**src/rtl/chip_cfg_rx.sv**
```systemverilog
// chip_cfg_rx: receive-side decoder for the three-wire chip configuration link.
// The link is oversampled in the clk domain. Each frame is a start bit (0),
// a 3-bit DAC address and then an 8-bit DAC level, both fields LSB first.
// Decoded levels land in a shadow register of all eight DACs.
//
// Handshake: frame_valid and frame_err are single-cycle strobes with no ready
// input. The frame_* fields, frame_count and the updated dac_levels slice are
// already valid in the cycle frame_valid is high, and they hold until the next
// commit.
module chip_cfg_rx #(
  parameter int         SYNC_STAGES = 2,
  parameter int         TIMEOUT     = 8192,
  parameter logic [7:0] RESET_LEVEL = 8'h00,
  parameter int         CNT_W       = 16
) (
  input  logic             clk,
  input  logic             rst,
  input  logic             chip_rst,
  input  logic             chip_clk,
  input  logic             chip_data_in,
  input  logic             err_clr,
  output logic [63:0]      dac_levels,
  output logic             frame_valid,
  output logic [2:0]       frame_addr,
  output logic [7:0]       frame_level,
  output logic [CNT_W-1:0] frame_count,
  output logic             frame_err,
  output logic             err_sticky,
  output logic             busy,
  output logic             link_in_reset,
  output logic [1:0]       dbg_state
);

  localparam int TW = $clog2(TIMEOUT + 1);

  localparam logic [1:0] S_IDLE  = 2'd0;
  localparam logic [1:0] S_ADDR  = 2'd1;
  localparam logic [1:0] S_LEVEL = 2'd2;

  logic [SYNC_STAGES-1:0] rst_sync;
  logic [SYNC_STAGES-1:0] clk_sync;
  logic [SYNC_STAGES-1:0] data_sync;
  logic                   clk_prev;

  logic [1:0]    state;
  logic [3:0]    bit_cnt;
  logic [10:0]   shift_reg;
  logic [TW-1:0] tmo_cnt;

  logic        link_ok;
  logic        clk_s;
  logic        data_s;
  logic        sample;
  logic        in_frame;
  logic        timeout_hit;
  logic [10:0] shift_nxt;

  // Synchronizer chains; idle values keep the link in reset with data high.
  always_ff @(posedge clk) begin
    if (rst) begin
      rst_sync  <= '0;
      clk_sync  <= '0;
      data_sync <= '1;
      clk_prev  <= 1'b0;
    end else begin
      rst_sync  <= {rst_sync[SYNC_STAGES-2:0], chip_rst};
      clk_sync  <= {clk_sync[SYNC_STAGES-2:0], chip_clk};
      data_sync <= {data_sync[SYNC_STAGES-2:0], chip_data_in};
      clk_prev  <= clk_sync[SYNC_STAGES-1];
    end
  end

  assign link_ok  = rst_sync[SYNC_STAGES-1];
  assign clk_s    = clk_sync[SYNC_STAGES-1];
  assign data_s   = data_sync[SYNC_STAGES-1];

  // A falling chip_clk edge is mid-bit, so the data is stable there.
  assign sample   = link_ok & clk_prev & ~clk_s;
  assign in_frame = (state == S_ADDR) || (state == S_LEVEL);

  // A sample event in the same cycle always beats the timeout.
  assign timeout_hit = link_ok & in_frame & ~sample &
                       (tmo_cnt == TW'(TIMEOUT - 1));

  // Bits arrive LSB first: shift right and insert at the top, so after eleven
  // bits the address sits in [2:0] and the level in [10:3].
  assign shift_nxt = {data_s, shift_reg[10:1]};

  assign busy          = (state != S_IDLE);
  assign link_in_reset = ~link_ok;
  assign dbg_state     = state;

  // Frame decoder, shadow DAC register and error reporting.
  always_ff @(posedge clk) begin
    if (rst) begin
      state       <= S_IDLE;
      bit_cnt     <= 4'd0;
      shift_reg   <= 11'd0;
      tmo_cnt     <= '0;
      dac_levels  <= {8{RESET_LEVEL}};
      frame_valid <= 1'b0;
      frame_addr  <= 3'd0;
      frame_level <= 8'd0;
      frame_count <= '0;
      frame_err   <= 1'b0;
      err_sticky  <= 1'b0;
    end else begin
      frame_valid <= 1'b0;
      frame_err   <= 1'b0;

      if (!link_ok) begin
        // Link reset forces the DACs to their reset level but keeps history.
        state      <= S_IDLE;
        bit_cnt    <= 4'd0;
        tmo_cnt    <= '0;
        dac_levels <= {8{RESET_LEVEL}};
      end else begin
        if (sample || !in_frame) begin
          tmo_cnt <= '0;
        end else begin
          tmo_cnt <= tmo_cnt + TW'(1);
        end

        case (state)
          S_IDLE: begin
            if (sample && !data_s) begin
              state   <= S_ADDR;
              bit_cnt <= 4'd0;
            end
          end
          S_ADDR: begin
            if (sample) begin
              shift_reg <= shift_nxt;
              bit_cnt   <= bit_cnt + 4'd1;
              if (bit_cnt == 4'd2) begin
                state <= S_LEVEL;
              end
            end else if (timeout_hit) begin
              state <= S_IDLE;
            end
          end
          S_LEVEL: begin
            if (sample) begin
              shift_reg <= shift_nxt;
              bit_cnt   <= bit_cnt + 4'd1;
              if (bit_cnt == 4'd10) begin
                state       <= S_IDLE;
                dac_levels[{shift_nxt[2:0], 3'b000} +: 8] <= shift_nxt[10:3];
                frame_addr  <= shift_nxt[2:0];
                frame_level <= shift_nxt[10:3];
                frame_count <= frame_count + CNT_W'(1);
                frame_valid <= 1'b1;
              end
            end else if (timeout_hit) begin
              state <= S_IDLE;
            end
          end
          default: begin
            state <= S_IDLE;
          end
        endcase
      end

      if (timeout_hit) begin
        frame_err  <= 1'b1;
        err_sticky <= 1'b1;
      end else if (err_clr) begin
        err_sticky <= 1'b0;
      end
    end
  end

endmodule

```
**config.mk**
```make
export PLATFORM = sky130hd
export DESIGN_NAME = chip_cfg_rx
export DESIGN_NICKNAME = d
export VERILOG_FILES = /design/src/rtl/chip_cfg_rx.sv
export SDC_FILE = /design/constraint.sdc
export NUM_CORES = 1
export LEC_CHECK = 0
export BUFFER_PORTS_ARGS = -buffer_cell sky130_fd_sc_hd__buf_4
export CAP_MARGIN = 20
export CORE_AREA = 2 2 119 121
export DETAILED_ROUTE_END_ITERATION = 12
export DIE_AREA = 0 0 121 123
export HOLD_SLACK_MARGIN = 0.12
export SYNTH_ARGS = -nofsm -noshare
export SYNTH_HDL_FRONTEND = slang
export SYNTH_SLANG_ARGS = --single-unit
```
**constraint.sdc**
```tcl
create_clock -name clk -period 3.4 [get_ports clk]
set_clock_uncertainty 0.05 [all_clocks]
set_input_delay 0.68 -clock clk [delete_from_list [all_inputs] [get_ports clk]]
set_output_delay 0.68 -clock clk [all_outputs]
set_load 0.02 [all_outputs]
```
==> results.md <==
* Status: completed
* Num CTS Buffers at 17
* Via count at 4,635
* Peak supply drop at 0.329 mV
* Place WS at 804 ps
* Leading cell type by number of instances after synthesis: dfxtp_1
* Worst hold path class: reg -> reg
* Final nets at 712
* GR Overflow Total at 0
* Design area at 6810 sq um
* CP required at 3660 ps
* Largest cells by area after synthesis: dfxtp_1 49%, mux2i_1 6.2%, nand2_1 6.1%
* Via density at 5.21
* Least-Margin Pin Slew at 928 ps
* Period minus WS final at 2640 ps
* Synth Flop Type: dfxtp_1
* Wirelength per Cell at 15.7 microns
* Largest regs: dac_levels (64), frame_count (16), tmo_cnt (14)
* Pleak at 2.65 nW
* Core Area at 13,600 sq um
* Syn nets at 625
* Setup CP Type: reg -> reg
* Clk Latency, worst-skew pair at 420 ps
* Post-layout util at 0.500
* Final wirelength at 14.0 mm
* Syn Area/Cell at 8.77 sq um
* Maxcap violations at 0
* Post_cts resized at 0
* Startpoint Class: flop
* Sum of negative setup slack at 0 ps
* Pre-antenna DRT Iters at 6
* Synth cell count leaders: 131 x dfxtp_1, 87 x nand2_1, 57 x nor2_1
* Synth warn at 0
* Post-synth cell types at 49
* Die height at 123 microns
* DRC Markers at 0
* Critical Path Sink Type: flop
* Largest Register: dac_levels
* Number of global-route vias before repair at 4,652
* Share of cells above drive strength 1 at 0.209
* Initial Util at 0.392
* Hold Buf Count CTS at 0
* Max Fclk at 379 MHz
* H-tree depth at 4
* Synthesized instance count at 609
* R2r setup slk at 760 ps
* Final ANT Viol Nets at 0
* Hold WS at 361 ps
* Pwr dens at 496 nW/um^2
* Reg2reg end: dac_levels[4]$_SDFFE_PP0P_
* Maximum fanout along the worst path at 12
* RSZ-0062 raised after global routing: false
* Post-synth EDFFs at 0
* Post-CTS setup buffer count at 0
* Mapped Area at 5340 sq um
* Post-route setup slack at 764 ps
* Slew margin rel. at 0.376
* DRT iter0 DRCs at 367
* Final GP Congestion at 0.854
* Largest register FFs at 64
* Post-DP Area at 6220 sq um
* Die width at 121 microns
* Post-DP HPWL at 9.59 mm
* Area Overhead vs Synth at 27.6%
* IO buf count at 103
* # rows at 43
* Hold Path Stages at 1
* IO Count at 104
* Number of synthesized register bits at 131
* Worst Hold Endpoint: data_sync[1]$_SDFF_PP1_
* Slew Limit Fails at 0
* Endpoints failing setup at 0
* CTS Buffer Depth at 2
* Synth async-reset ratio at 0
* Initial antenna violation count at 0
* Hold Crit Start: data_sync[0]$_SDFF_PP1_
* First-pass GRT wire length at 22.8 mm
* Pin count of the biggest net entering global routing at 51
* Arr. time, crit path at 2900 ps
* Yosys top cell area share at 0.491
* Die ar. at 14,900 sq um
* Final Hold Violating Endpoints at 0
* Critical R2R Launch: shift_reg[1]$_SDFFE_PP0P_
* Cells on worst reg2reg path at 7
* TritonCTS clock tree: done
* Clock Sink Count at 131
* Tot GR Track Use at 0.195
* Diodes inserted at 0
* Seq/Total Area, Yosys at 0.491
* Post-synth top area cell: dfxtp_1
* Period utilisation layout at 0.775
* Root Driver: clkbuf_16
* CTS clk-pin slew, worst paths at 60 ps
cell type report:
| type | instances | area, sq um |
|---|---|---|
| tap | 180 | 225 |
| multi-input combinational | 429 | 2530 |
| inverter | 11 | 41.3 |
| clock inverter | 11 | 128 |
| fill | 1288 | 6800 |
| clock buffer | 21 | 460 |
| sequential | 131 | 2620 |
| timing repair buffer | 106 | 808 |
layer usage:
layer | up-vias | global-route usage | part of all wire
met5 | - | 0 | 0
met3 | 24 | 0.0447 | 0.052
li1 | 2294 | - | -
met4 | 0 | 0.0785 | 0.019
met2 | 112 | 0.333 | 0.49
met1 | 2205 | 0.238 | 0.44
cell families after synthesis:
logic type / after synthesis / share of synthesized area
flops: 131 / 0.491
mux: 34 / 0.0640
fa+ha+maj: 10 / 0.0234
xor+xnor: 20 / 0.0328
buf+inv: 49 / 0.0361
simple gates: 265 / 0.250
compound gates: 100 / 0.102
worst max-delay path, stage by stage (launching register included):
cell and delay [ps]:
dfxtp_1 550, inv_1 110, ha_1 220, ha_1 390
nor2_1 290, nand4_1 530, mux2i_1 320, nor2_1 60
worst max-delay path by stage:
| stage | from | end | slack (ps) | cells past startpoint |
|---|---|---|---|---|
| final | shift_reg[1]$_SDFFE_PP0P_ | dac_levels[4]$_SDFFE_PP0P_ | 760 | 7 |
| after global routing | shift_reg[1]$_SDFFE_PP0P_ | dac_levels[1]$_SDFFE_PP0P_ | 530 | 7 |
| after CTS | shift_reg[1]$_SDFFE_PP0P_ | dac_levels[4]$_SDFFE_PP0P_ | 800 | 7 |
| after detailed placement | shift_reg[1]$_SDFFE_PP0P_ | dac_levels[4]$_SDFFE_PP0P_ | 800 | 7 |
| after global placement | shift_reg[1]$_SDFFE_PP0P_ | dac_levels[2]$_SDFFE_PP0P_ | 960 | 7 |
| after floorplan | shift_reg[1]$_SDFFE_PP0P_ | dac_levels[24]$_SDFFE_PP0P_ | 980 | 9 |
metrics by stage:
step / total power, mW / instances
after global placement: 1.61 / 857
final: 3.38 / 889
after floorplan: 1.60 / 609
after detailed placement: 1.61 / 857
after global routing: 3.48 / 889
after CTS: 3.41 / 889
placed cells by master (no fill, tap or decap), types with 11 or more instances in the layout:
cell         n
buf_4      105
nor2_1      57
o21ai_0     31
clkbuf_16   17
a21oi_1     55
dfxtp_1    131
nand3_1     46
mux2i_1     33
nand2_1     87
nand4_1     11
inv_1       11
power by group:
part,switching (mW),internal [mW],total [mW]
Clock,0.682,1.12,1.80
Sequential,0.00526,1.54,1.54
Combinational,0.0205,0.0102,0.0307
Total,0.708,2.67,3.38
No activity file was read; power rests on OpenSTA's default activity.
